File: src/rtl/serial_arith_pkg.sv
// Shared types and constants for the bit-serial adder and its bench.
package serial_arith_pkg;

    localparam int unsigned WIDTH_DEFAULT = 4;

    typedef enum logic [1:0] {
        StIdle  = 2'd0,
        StShift = 2'd1,
        StDone  = 2'd2
    } state_e;

    function automatic logic maj3(input logic x, input logic y, input logic z);
        return (x & y) | (x & z) | (y & z);
    endfunction

endpackage

File: src/rtl/fa_cell.sv
// Single combinational full-adder cell; the only arithmetic in the serial datapath.
module fa_cell
    import serial_arith_pkg::*;
(
    input  logic x,
    input  logic y,
    input  logic ci,
    output logic s,
    output logic co
);

    assign s  = x ^ y ^ ci;
    assign co = maj3(x, y, ci);

endmodule

File: src/rtl/serial_adder.sv
// Bit-serial a + b + cin, LSB first, one full-adder cell over WIDTH cycles.
module serial_adder
    import serial_arith_pkg::*;
#(
    parameter int unsigned WIDTH = WIDTH_DEFAULT,
    localparam int unsigned CNT_W = $clog2(WIDTH + 1)
) (
    input  logic             clk,
    input  logic             rst_n,
    input  logic             start,
    input  logic [WIDTH-1:0] a,
    input  logic [WIDTH-1:0] b,
    input  logic             cin,
    output logic             busy,
    output logic             done,
    output logic [WIDTH-1:0] sum,
    output logic             cout
);

    state_e             r_state;
    state_e             w_state_nxt;
    logic [WIDTH-1:0]   r_a_sr;
    logic [WIDTH-1:0]   r_b_sr;
    logic               r_carry;
    logic [CNT_W-1:0]   r_cnt;
    logic [WIDTH-1:0]   r_acc;
    logic [WIDTH-1:0]   r_sum;
    logic               r_cout;
    logic               w_s;
    logic               w_co;
    logic               w_last;
    logic [WIDTH-1:0]   w_acc_nxt;

    fa_cell u_fa (
        .x  (r_a_sr[0]),
        .y  (r_b_sr[0]),
        .ci (r_carry),
        .s  (w_s),
        .co (w_co)
    );

    assign w_last    = (r_cnt == CNT_W'(WIDTH - 1));
    assign w_acc_nxt = {w_s, r_acc[WIDTH-1:1]};

    always_ff @(posedge clk) begin
        if (!rst_n) begin
            r_state <= StIdle;
        end else begin
            r_state <= w_state_nxt;
        end
    end

    always_comb begin
        w_state_nxt = r_state;
        unique case (r_state)
            StIdle:  if (start) w_state_nxt = StShift;
            StShift: if (w_last) w_state_nxt = StDone;
            StDone:  w_state_nxt = StIdle;
            default: w_state_nxt = StIdle;
        endcase
    end

    // Operands are captured only on an accepted start, so input changes while busy are inert.
    always_ff @(posedge clk) begin
        if (!rst_n) begin
            r_a_sr  <= '0;
            r_b_sr  <= '0;
            r_carry <= 1'b0;
            r_cnt   <= '0;
            r_acc   <= '0;
            r_sum   <= '0;
            r_cout  <= 1'b0;
        end else begin
            case (r_state)
                StIdle: begin
                    if (start) begin
                        r_a_sr  <= a;
                        r_b_sr  <= b;
                        r_carry <= cin;
                        r_cnt   <= '0;
                        r_acc   <= '0;
                    end
                end
                StShift: begin
                    r_carry <= w_co;
                    r_acc   <= w_acc_nxt;
                    r_a_sr  <= r_a_sr >> 1;
                    r_b_sr  <= r_b_sr >> 1;
                    r_cnt   <= r_cnt + CNT_W'(1);
                    if (w_last) begin
                        r_sum  <= w_acc_nxt;
                        r_cout <= w_co;
                    end
                end
                default: ;
            endcase
        end
    end

    assign busy = (r_state != StIdle);
    assign done = (r_state == StDone);
    assign sum  = r_sum;
    assign cout = r_cout;

endmodule

File: config.mk
export PLATFORM = sky130hd
export DESIGN_NAME = serial_adder
export DESIGN_NICKNAME = d
export VERILOG_FILES = /design/src/rtl/serial_arith_pkg.sv /design/src/rtl/fa_cell.sv /design/src/rtl/serial_adder.sv
export SDC_FILE = /design/constraint.sdc
export NUM_CORES = 1
export LEC_CHECK = 0
export CAP_MARGIN = 20
export CORE_MARGIN = 2
export CORE_UTILIZATION = 45
export DETAILED_ROUTE_END_ITERATION = 8
export DONT_BUFFER_PORTS = 1
export MAX_ROUTING_LAYER = met4
export PLACE_DENSITY_LB_ADDON = 0.2
export SYNTH_ARGS = -nofsm -noshare
export SYNTH_HDL_FRONTEND = slang
export SYNTH_HIERARCHICAL = 1
export SYNTH_SLANG_ARGS = --single-unit
File: constraint.sdc
create_clock -name clk -period 2.1 [get_ports clk]
set_input_delay 0.63 -clock clk [delete_from_list [all_inputs] [get_ports clk]]
set_output_delay 0.63 -clock clk [all_outputs]
set_load 0.02 [all_outputs]
-- Yosys cells after proc, flatten, opt, wreduce, memory -nomap -nowiden
Cells that the tools add are included.
- muxes and demuxes: 13
- bitwise operators: 7
- reductions and logical operators: 6
- eq/ne operators: 5
- add/subtract/negate cells: 1
- operator list (cell ; count):
    4-bit one-hot mux with 2 select lines ; 3
    4-bit 2-to-1 mux ; 3
    3-bit one-hot mux with 2 select lines ; 1
    2-bit AND reduction ; 3
    2-bit 2-to-1 mux ; 2
    2-bit inequality test, second input constant ; 2
    2-bit one-hot mux with 2 select lines ; 1
    2-bit nonzero test ; 2
    3-bit by 1-bit adder with 3-bit output, second input constant ; 1
    1-bit AND ; 3
    3-bit by 2-bit equality test with 1-bit output, second input constant ; 1
    3-bit 2-to-1 mux ; 1
    2-bit by 1-bit equality test with 1-bit output, second input constant ; 1
    2-bit equality test, second input constant ; 1
    2-bit zero test ; 1
    1-bit bitwise OR ; 2
    1-bit one-hot mux with 2 select lines ; 1
    1-bit bitwise XOR ; 2
    1-bit 2-to-1 mux ; 1
- logic and storage cells: 40
- register bits after elaboration: 23
- input port bits: 12

-- Logic depth before layout (Yosys ltp)
Gate-level depths: netlist (run 1).
- depth after elaboration: 4
- gate-level depth with buffers: 5
- depth with buffers taken out: 5

-- Cells and area by module
The synthesis (run 1) kept the hierarchy.
- by module, submodules not included (module ; cells each ; sequential area each (sq um) ; times used ; area each (sq um)):
    serial_adder ; 95 ; 440.4 ; 1 ; 922.1
    fa_cell ; 1 ; 0.0 ; 1 ; 20.0

-- Worst setup path before layout (run 1)
Ideal clock, no wire load.
- path type: register -> output
- from: register r_state[1]
- to: output done
- path buffers: 1
- arrival time: 0.802 ns
- setup slack: 0.668 ns
- data required time: 1.470 ns
- cell stages (with the launch flop): 3
- cells stage by stage: dfxtp_1 -> buf_2 -> nor2b_1
- word-level cells in the longest chain between the ends: 1
- ends and longest elaborated chain (element ; RTL line ; text):
    start: declaration ; serial_adder.sv:20 ; state_e r_state;
    start signal: assignment ; serial_adder.sv:47 ; r_state <= StIdle;
    start signal: assignment ; serial_adder.sv:49 ; r_state <= w_state_nxt;
    2-bit equality test ; serial_adder.sv:101 ; assign done = (r_state == StDone);
    end: declaration ; serial_adder.sv:15 ; output logic done,
Every way passes these cells.

-- Worst setup path in the final report (run 1)
Same ends and word-level chain as after synthesis.

==> out/metrics.cfg, run 1 <==
[floorplan]
die_x_um = 49.8
initial_core_util_pct = 48.0
core_um2 = 1960
die_h_um = 49.8
pin_count = 19
rows = 16
die_area_um2 = 2480

[route]
viasPerCell = 5.24
drtPass1Iterations = 4
drtIter0Drc = 9
route.vias.total = 644
drt_wl_total_um = 1600
drc = 0
drtAntennaViolNets = 0
wire_per_inst_um = 13.0

[power_and_ir_drop]
p_sw_share_pct = 22.4
intPower_mw = 0.664
p_leak_nw = 0.365
combPwrFrac_pct = 9.4
powerDensity_nw_per_um2 = 860
peakVddDrop_uv = 359
power_mw = 0.856
power_switching_mw = 0.192
p_seq_share_pct = 52.7
clock_power_share_pct = 37.9

[global_route]
grt_pass1_wl_um = 2820
grt_usage_pct = 15.2
grtUsageMet2_pct = 22.9
met1_usage_pct = 19.7
grt_pass1_vias = 626
antenna_found_initial = 0
grt_max_degree = 19
gr-usage-met3_pct = 3.03
busiest_layer = met2
gr-total-overflow = 0

[critical_path]
crit_family = flip-flops
cp-end-kind = output pin
crit_type = flip-flop to output pin
path_cells = nor2b_1
critPathRequiredTime_ps = 1470
max_stage_delay_ps = 520
worstPathMaxFanout = 11
critPathSlowestCell = dfxtp_1
start_kind = flip-flop
critPathArrivalTime_ps = 1230
cp_num_buf_inv = 0

[cts]
cts_buffers = 3
ctsHoldBuffers = 0
clock_latency_ps = 310
cts_root_buffer = clkbuf_4
clk_pin_slew_ps = 120
htreeDepth = 1
cts_setup_buffers = 0
clock_sinks = 22
post_cts_resize_count = 0
cts_tree = built
clock_path_buffers = 2

[cells_and_area]
fillCellCount = 198
areaGrowthSynthToFinish_pct = 5.71
final_util_pct = 50.8
stdcell_count = 123
layout.nets = 112
n_antenna_cell = 0
layout-drive-gt1-share_pct = 13.5

[yosys]
synth_top_area_share_pct = 46.7
synth.net_count = 111
avgSynthCellArea_um2 = 9.81
ys_ff_latch = 22
async_reset_ff_share_pct = 0
synth_edf_count = 0
synth_warnings = 6
ys_seq_area_share_pct = 46.7
yosysUniqueCellTypes = 25
netlist.top_cell.by_area = dfxtp_1
yosysMostFrequentCell = dfxtp_1
ys.flop_type = dfxtp_1
yosys-top-cells-area = dfxtp_1 47%, a211oi_2 8.0%, mux2i_1 6.4%
syn_inst = 96
netlist_area_um2 = 942
yosys-top-cells-count = 22 x dfxtp_1, 10 x nor2_1, 8 x nand2_1

[placed_design]
pre_cts_ws_ps = 602
place_congestion = 0.788
hpwlAfterDp_um = 1130
port_buffers = 0
dpl.cell_count = 119

[sta]
slew_headroom_pct = 65.2
post-route-period-util_pct = 88.7
drv_slew = 0
max_freq_mhz = 537
tns_ps = 0
period_needed_ps = 1860
worstMarginPinSlew_ps = 522
fin_ws_ps = 236
hold_viol = 0
rsz0062_at_grt = no
setup_violations = 0
finClkSkew_ps = 1.66

[min_path]
hold_path.class = input pin to flip-flop

[status]
status = complete, no violations

[run]
max-cap-violations = 0

[path summary, 6_finish.rpt]
check / slack (ps) / cells after the start / end / from
worst max-delay path: 240 / 1 / done / r_state[1]$_SDFFE_PN0P_
worst min-delay path: 450 / 2 / r_cnt[0]$_SDFFE_PN0P_ / rst_n
worst max register to register: 810 / 4 / r_b_sr[1]$_SDFFE_PN0P_ / r_state[0]$_SDFFE_PN0P_
worst min register to register: 470 / 1 / r_cnt[0]$_SDFFE_PN0P_ / r_cnt[0]$_SDFFE_PN0P_
[layer usage]
metal / wire length [um] / vias to the layer above
met2: 719 / 9
met3: 67 / 2
met1: 799 / 288
met4: 9 / 0
li1: - / 345
met5: 0 / -
[metrics by stage]
step	cell area [um2]	hold slack, ps
floorplan	942	429
global placement	943	445
detailed placement	943	451
CTS	996	440
global route	996	445
finish	996	451
[cells in the final DEF, fill, tap and decap left out, drive strengths merged, types with 2 or more instances in the layout]
cell type,instances
a21oi,5
mux2i,6
nor2,10
clkbuf,3
nand2,8
nor2b,2
o21ai,8
ha,2
a211oi,6
nand3,6
o22ai,3
inv,3
dfxtp,22
buf,2
[power groups by stage]
stage          clock network (mW)  registers (mW)  logic (mW)
2_1_floorplan                   0           0.457      0.0774
3_3_place_gp                    0           0.460      0.0788
3_5_place_dp                    0           0.461      0.0808
4_1_cts                     0.331           0.451      0.0812
5_1_grt                     0.341           0.455      0.0910
6_report                    0.324           0.451      0.0804
[cell families (layout without fill, tap and decap cells)]
| family | after synthesis | in the layout | synth area share, % |
|---|---|---|---|
| mux | 6 | 6 | 6.37 |
| compound gates | 26 | 26 | 20.8 |
| fa+ha+maj | 3 | 3 | 4.78 |
| buf+inv | 9 | 9 | 6.24 |
| simple gates | 30 | 30 | 15.0 |
| flops | 22 | 22 | 46.7 |
[flip-flops by register name (all words and copies together) (netlist names)]
signal,flops
r_b_sr,4
r_acc,3
r_carry,1
r_a_sr,4
sum,4
r_cnt,3
r_state,2
cout,1
[layout make-up]
class | instances | area, um2 | share of cell area [%]
clock inverter | 1 | 30.0 | 3.02
tap | 27 | 33.8 | 3.39
timing repair buffer | 2 | 15.0 | 1.51
clock buffer | 3 | 22.5 | 2.26
multi-input combinational | 65 | 443 | 44.5
sequential | 22 | 440 | 44.2
inverter | 3 | 11.3 | 1.13
(Power assumes the default switching activity.)
==> run 2: changes to the inputs <==
==> constraint.sdc (replaced) <==
create_clock -name clk -period 2.1 [get_ports clk]
set_input_delay 0.63 -clock clk [delete_from_list [all_inputs] [get_ports clk]]
set_output_delay 0.63 -clock clk [all_outputs]
set_load 0.1 [all_outputs]
==> run 2 against run 1 <==
Effect of this change: sequential power barely moved; register-to-register slack hardly changed; first-iteration DRC count fell by 33%; critical endpoint unchanged; highest routed layer unchanged.
==> out/metrics.cfg, run 2 (synthesis results as in run 1) <==
[status]
status = complete, no violations

[placed_design]
place_congestion = 0.808
hpwlAfterDp_um = 1120
pre_cts_ws_ps = 535
port_buffers = 0

[floorplan]
pin_count = 19
die_area_um2 = 2480
core_um2 = 1960
die_h_um = 49.8
die_x_um = 49.8
initial_core_util_pct = 48.0
rows = 16

[sta]
rsz0062_at_grt = no
setup_violations = 0
hold_viol = 0
finClkSkew_ps = 1.30
max_freq_mhz = 520
fin_ws_ps = 178
drv_slew = 0
worstMarginPinSlew_ps = 517
slew_headroom_pct = 65.5
post-route-period-util_pct = 91.5
tns_ps = 0
period_needed_ps = 1920

[min_path]
holdPathEnd = r_cnt[0]$_SDFFE_PN0P_
hp-start = rst_n
min_delay_path_depth = 2
hold_path.class = input pin to flip-flop

[critical_path]
rr_worst_depth = 4
crit_type = flip-flop to output pin
critPathSlowestCell = dfxtp_1
critPathRequiredTime_ps = 1470
worstPathMaxFanout = 11
path_cells = nor2b_2, buf_4
critPathArrivalTime_ps = 1290
max_stage_delay_ps = 510
start_kind = flip-flop
cp-end-kind = output pin
timing.rr.end = r_b_sr[2]$_SDFFE_PN0P_
reg2reg_slack_ps = 810
r2r-start = r_state[0]$_SDFFE_PN0P_

[cts]
clock_latency_ps = 300
htreeDepth = 1
clock_path_buffers = 2
clk_pin_slew_ps = 120
cts_root_buffer = clkbuf_4
cts_tree = built
ctsHoldBuffers = 0
cts_setup_buffers = 0
post_cts_resize_count = 0
clock_sinks = 22
cts_buffers = 3

[cells_and_area]
layout-drive-gt1-share_pct = 20.4
layout.nets = 119
mostFrequentLayoutCell = dfxtp_1
areaGrowthSynthToFinish_pct = 11.2
layout_common_cells = 22 x dfxtp_1, 10 x nor2_1, 8 x nand2_1, 8 x buf_4
n_antenna_cell = 0

[route]
drtIter0Drc = 6
wire_per_inst_um = 11.8
route.vias.total = 687
viasPerCell = 5.28
drt_wl_total_um = 1530
drtPass1Iterations = 4
drtAntennaViolNets = 0
drc = 0

[global_route]
grt_pass1_vias = 617
grt_max_degree = 19
antenna_found_initial = 0
gr-total-overflow = 0
grt_pass1_wl_um = 2750
grt_usage_pct = 14.7

[power_and_ir_drop]
peakVddDrop_uv = 462
p_leak_nw = 0.400
powerDensity_nw_per_um2 = 739

[run]
max-cap-violations = 0

==> run 2: layer usage <==
metal / global-route usage [%] / vias to the layer above / share of wire (%)
met5: - / - / 0
met4: 5.56 / 0 / 1.6
met3: 3.64 / 4 / 4.0
met2: 20.0 / 12 / 42
met1: 21.0 / 315 / 52
li1: - / 356 / -
==> run 2: final cells by class <==
cell class,count,area [um2]
inverter,3,11.3
multi-input combinational,65,445
tap,27,33.8
timing repair buffer,9,80.1
fill,200,915
clock buffer,4,36.3
sequential,22,440
==> run 2: worst max path at each step <==
stage,start,cells after the start,to,slack (ps)
after floorplan,r_state[1]$_SDFFE_PN0P_,2,done,170
after global placement,r_state[1]$_SDFFE_PN0P_,2,done,560
after detailed placement,r_state[1]$_SDFFE_PN0P_,2,done,540
after CTS,r_state[1]$_SDFFE_PN0P_,2,done,180
after global routing,r_state[0]$_SDFFE_PN0P_,3,busy,80
final,r_state[1]$_SDFFE_PN0P_,2,done,180
==> run 2: power by group <==
group | total [mW] | leakage, nW | internal [mW] | switching (mW)
Combinational | 0.0938 | 0.199 | 0.0390 | 0.0547
Sequential | 0.452 | 0.180 | 0.437 | 0.0144
Clock | 0.228 | 0.0210 | 0.106 | 0.122
Total | 0.774 | 0.400 | 0.582 | 0.191
==> run 2: stage by stage <==
step	instances	power (mW)	hold slack [ps]	utilization, %	area [um2]
floorplan	96	0.544	429	-	945
global placement	126	0.555	447	51.5	1010
detailed placement	126	0.556	451	51.5	1010
CTS	130	0.784	443	53.4	1050
global route	130	0.818	436	53.4	1050
finish	130	0.774	451	53.4	1050
==> run 2: critical path: cells and delay by family (launching register included) <==
family                 cells  cell delay [ps]
buffers and inverters      1              290
DFF                        1              510
and+or+nand+nor            1              190
==> run 3: changes to the inputs <==
--- a/config.mk
+++ b/config.mk
@@ -10,6 +10,7 @@
 export CORE_UTILIZATION = 45
 export DETAILED_ROUTE_END_ITERATION = 8
 export DONT_BUFFER_PORTS = 1
+export GPL_TIMING_DRIVEN = 0
 export MAX_ROUTING_LAYER = met4
 export PLACE_DENSITY_LB_ADDON = 0.2
 export SYNTH_ARGS = -nofsm -noshare
==> run 3 against run 2 <==
Effect of this change: global-route usage grew 1.5 points; final cell count shrank 2.3%; flip-flop and latch count is the same; final area grew 0.24%; register-to-register slack lost 40 ps; clock power grew 42%; highest routed layer unchanged; first-iteration DRC count grew 50%; maximum frequency shrank 5.4%; setup slack lost 110 ps.
==> out/metrics.cfg, run 3 (synthesis results as in run 1) <==
[placed_design]
place_congestion = 0.790
hpwlAfterDp_um = 1220
place_area_um2 = 978
port_buffers = 0
pre_cts_ws_ps = 123
dpl.cell_count = 123

[cells_and_area]
n_antenna_cell = 0
layout-drive-gt1-share_pct = 19.0
layout_common_cells = 22 x dfxtp_1, 9 x nor2_1, 8 x nand2_1
final_util_pct = 53.5
areaGrowthSynthToFinish_pct = 11.4
mostFrequentLayoutCell = dfxtp_1
design_area_um2 = 1050
stdcell_count = 127
layout.nets = 116
fillCellCount = 209

[status]
status = complete, no violations

[critical_path]
crit_type = flip-flop to output pin
max_stage_delay_ps = 500
cp-end-kind = output pin
worstPathMaxFanout = 10
start_kind = flip-flop
critPathRequiredTime_ps = 1470
critPathSlowestCell = nor2b_4
path_cells = buf_6, nor2b_4
critPathArrivalTime_ps = 1400

[global_route]
grt_pass1_vias = 644
grt_max_degree = 14
grt_usage_pct = 16.3
gr-total-overflow = 0
grt_pass1_wl_um = 3020
antenna_found_initial = 0

[power_and_ir_drop]
powerDensity_nw_per_um2 = 835
peakVddDrop_uv = 494
power_mw = 0.877
combPwrFrac_pct = 11.6
p_seq_share_pct = 51.5
clock_power_share_pct = 36.8
p_sw_share_pct = 23.5
power_switching_mw = 0.206
intPower_mw = 0.671
p_leak_nw = 0.379

[sta]
drv_slew = 0
tns_ps = 0
rsz0062_at_grt = no
setup_violations = 0
period_needed_ps = 2030
worstMarginPinSlew_ps = 963
max_freq_mhz = 492
post-route-period-util_pct = 96.8
finClkSkew_ps = 7.21
holdWs_ps = 467
fin_ws_ps = 68.0
slew_headroom_pct = 35.7
hold_viol = 0

[route]
route.vias.total = 675
viasPerCell = 5.31
wire_per_inst_um = 13.4
drt_wl_total_um = 1700
drtAntennaViolNets = 0
drtIter0Drc = 9
drtPass1Iterations = 4
drc = 0

[cts]
htreeDepth = 1
cts_tree = built
clk_pin_slew_ps = 120
ctsHoldBuffers = 0
clock_latency_ps = 310
cts_buffers = 3
clock_sinks = 22
cts_root_buffer = clkbuf_4
clock_path_buffers = 2

[floorplan]
rows = 16
core_um2 = 1960
die_x_um = 49.8
die_h_um = 49.8
die_area_um2 = 2480
initial_core_util_pct = 48.0
pin_count = 19

[run]
max-cap-violations = 0

[min_path]
hold_path.class = input pin to flip-flop

[run 3: what timing repair did]
item	4_1_cts	5_1_grt
buffers inserted	0	0
gates resized for setup	3	2
gates cloned	0	0
setup endpoints to repair	2	1
[run 3: path summary, 6_finish.rpt]
path / start / endpoint / slack, ps / cells after the start
setup reg to reg: cout$_SDFFE_PN0P_ / cout$_SDFFE_PN0P_ / 770 / 2
hold reg to reg: r_cnt[0]$_SDFFE_PN0P_ / r_cnt[0]$_SDFFE_PN0P_ / 470 / 1
setup / recovery: r_state[0]$_SDFFE_PN0P_ / done / 70 / 2
hold / removal: start / r_b_sr[3]$_SDFFE_PN0P_ / 470 / 2
[run 3: cell type report]
cell class | instances | area, um2 | area share (%)
buffer | 6 | 50.0 | 4.77
clock buffer | 3 | 22.5 | 2.15
clock inverter | 1 | 30.0 | 2.86
inverter | 3 | 15.0 | 1.43
multi-input combinational | 65 | 458 | 43.6
sequential | 22 | 440 | 42.0
tap | 27 | 33.8 | 3.22
[run 3: critical path: cells and delay by family, from the launching register on]
family                 cells  cell delay (ps)
buffers and inverters      1              190
flip-flops                 1              400
AND/OR/NAND/NOR            1              500
[run 3: routing by layer]
| metal | up-vias | GRT usage [%] | part of all wire [%] |
|---|---|---|---|
| li1 | 352 | - | - |
| met4 | 0 | 6.94 | 1.6 |
| met3 | 4 | 4.55 | 5.8 |
| met5 | - | - | 0 |
| met1 | 305 | 21.2 | 49 |
| met2 | 14 | 23.6 | 44 |
[run 3: power groups by stage]
stage	Combinational [mW]	Clock (mW)	Sequential (mW)
floorplan	0.0862	0	0.457
global placement	0.0985	0	0.460
detailed placement	0.100	0	0.461
CTS	0.103	0.330	0.452
global route	0.114	0.341	0.455
finish	0.102	0.323	0.452
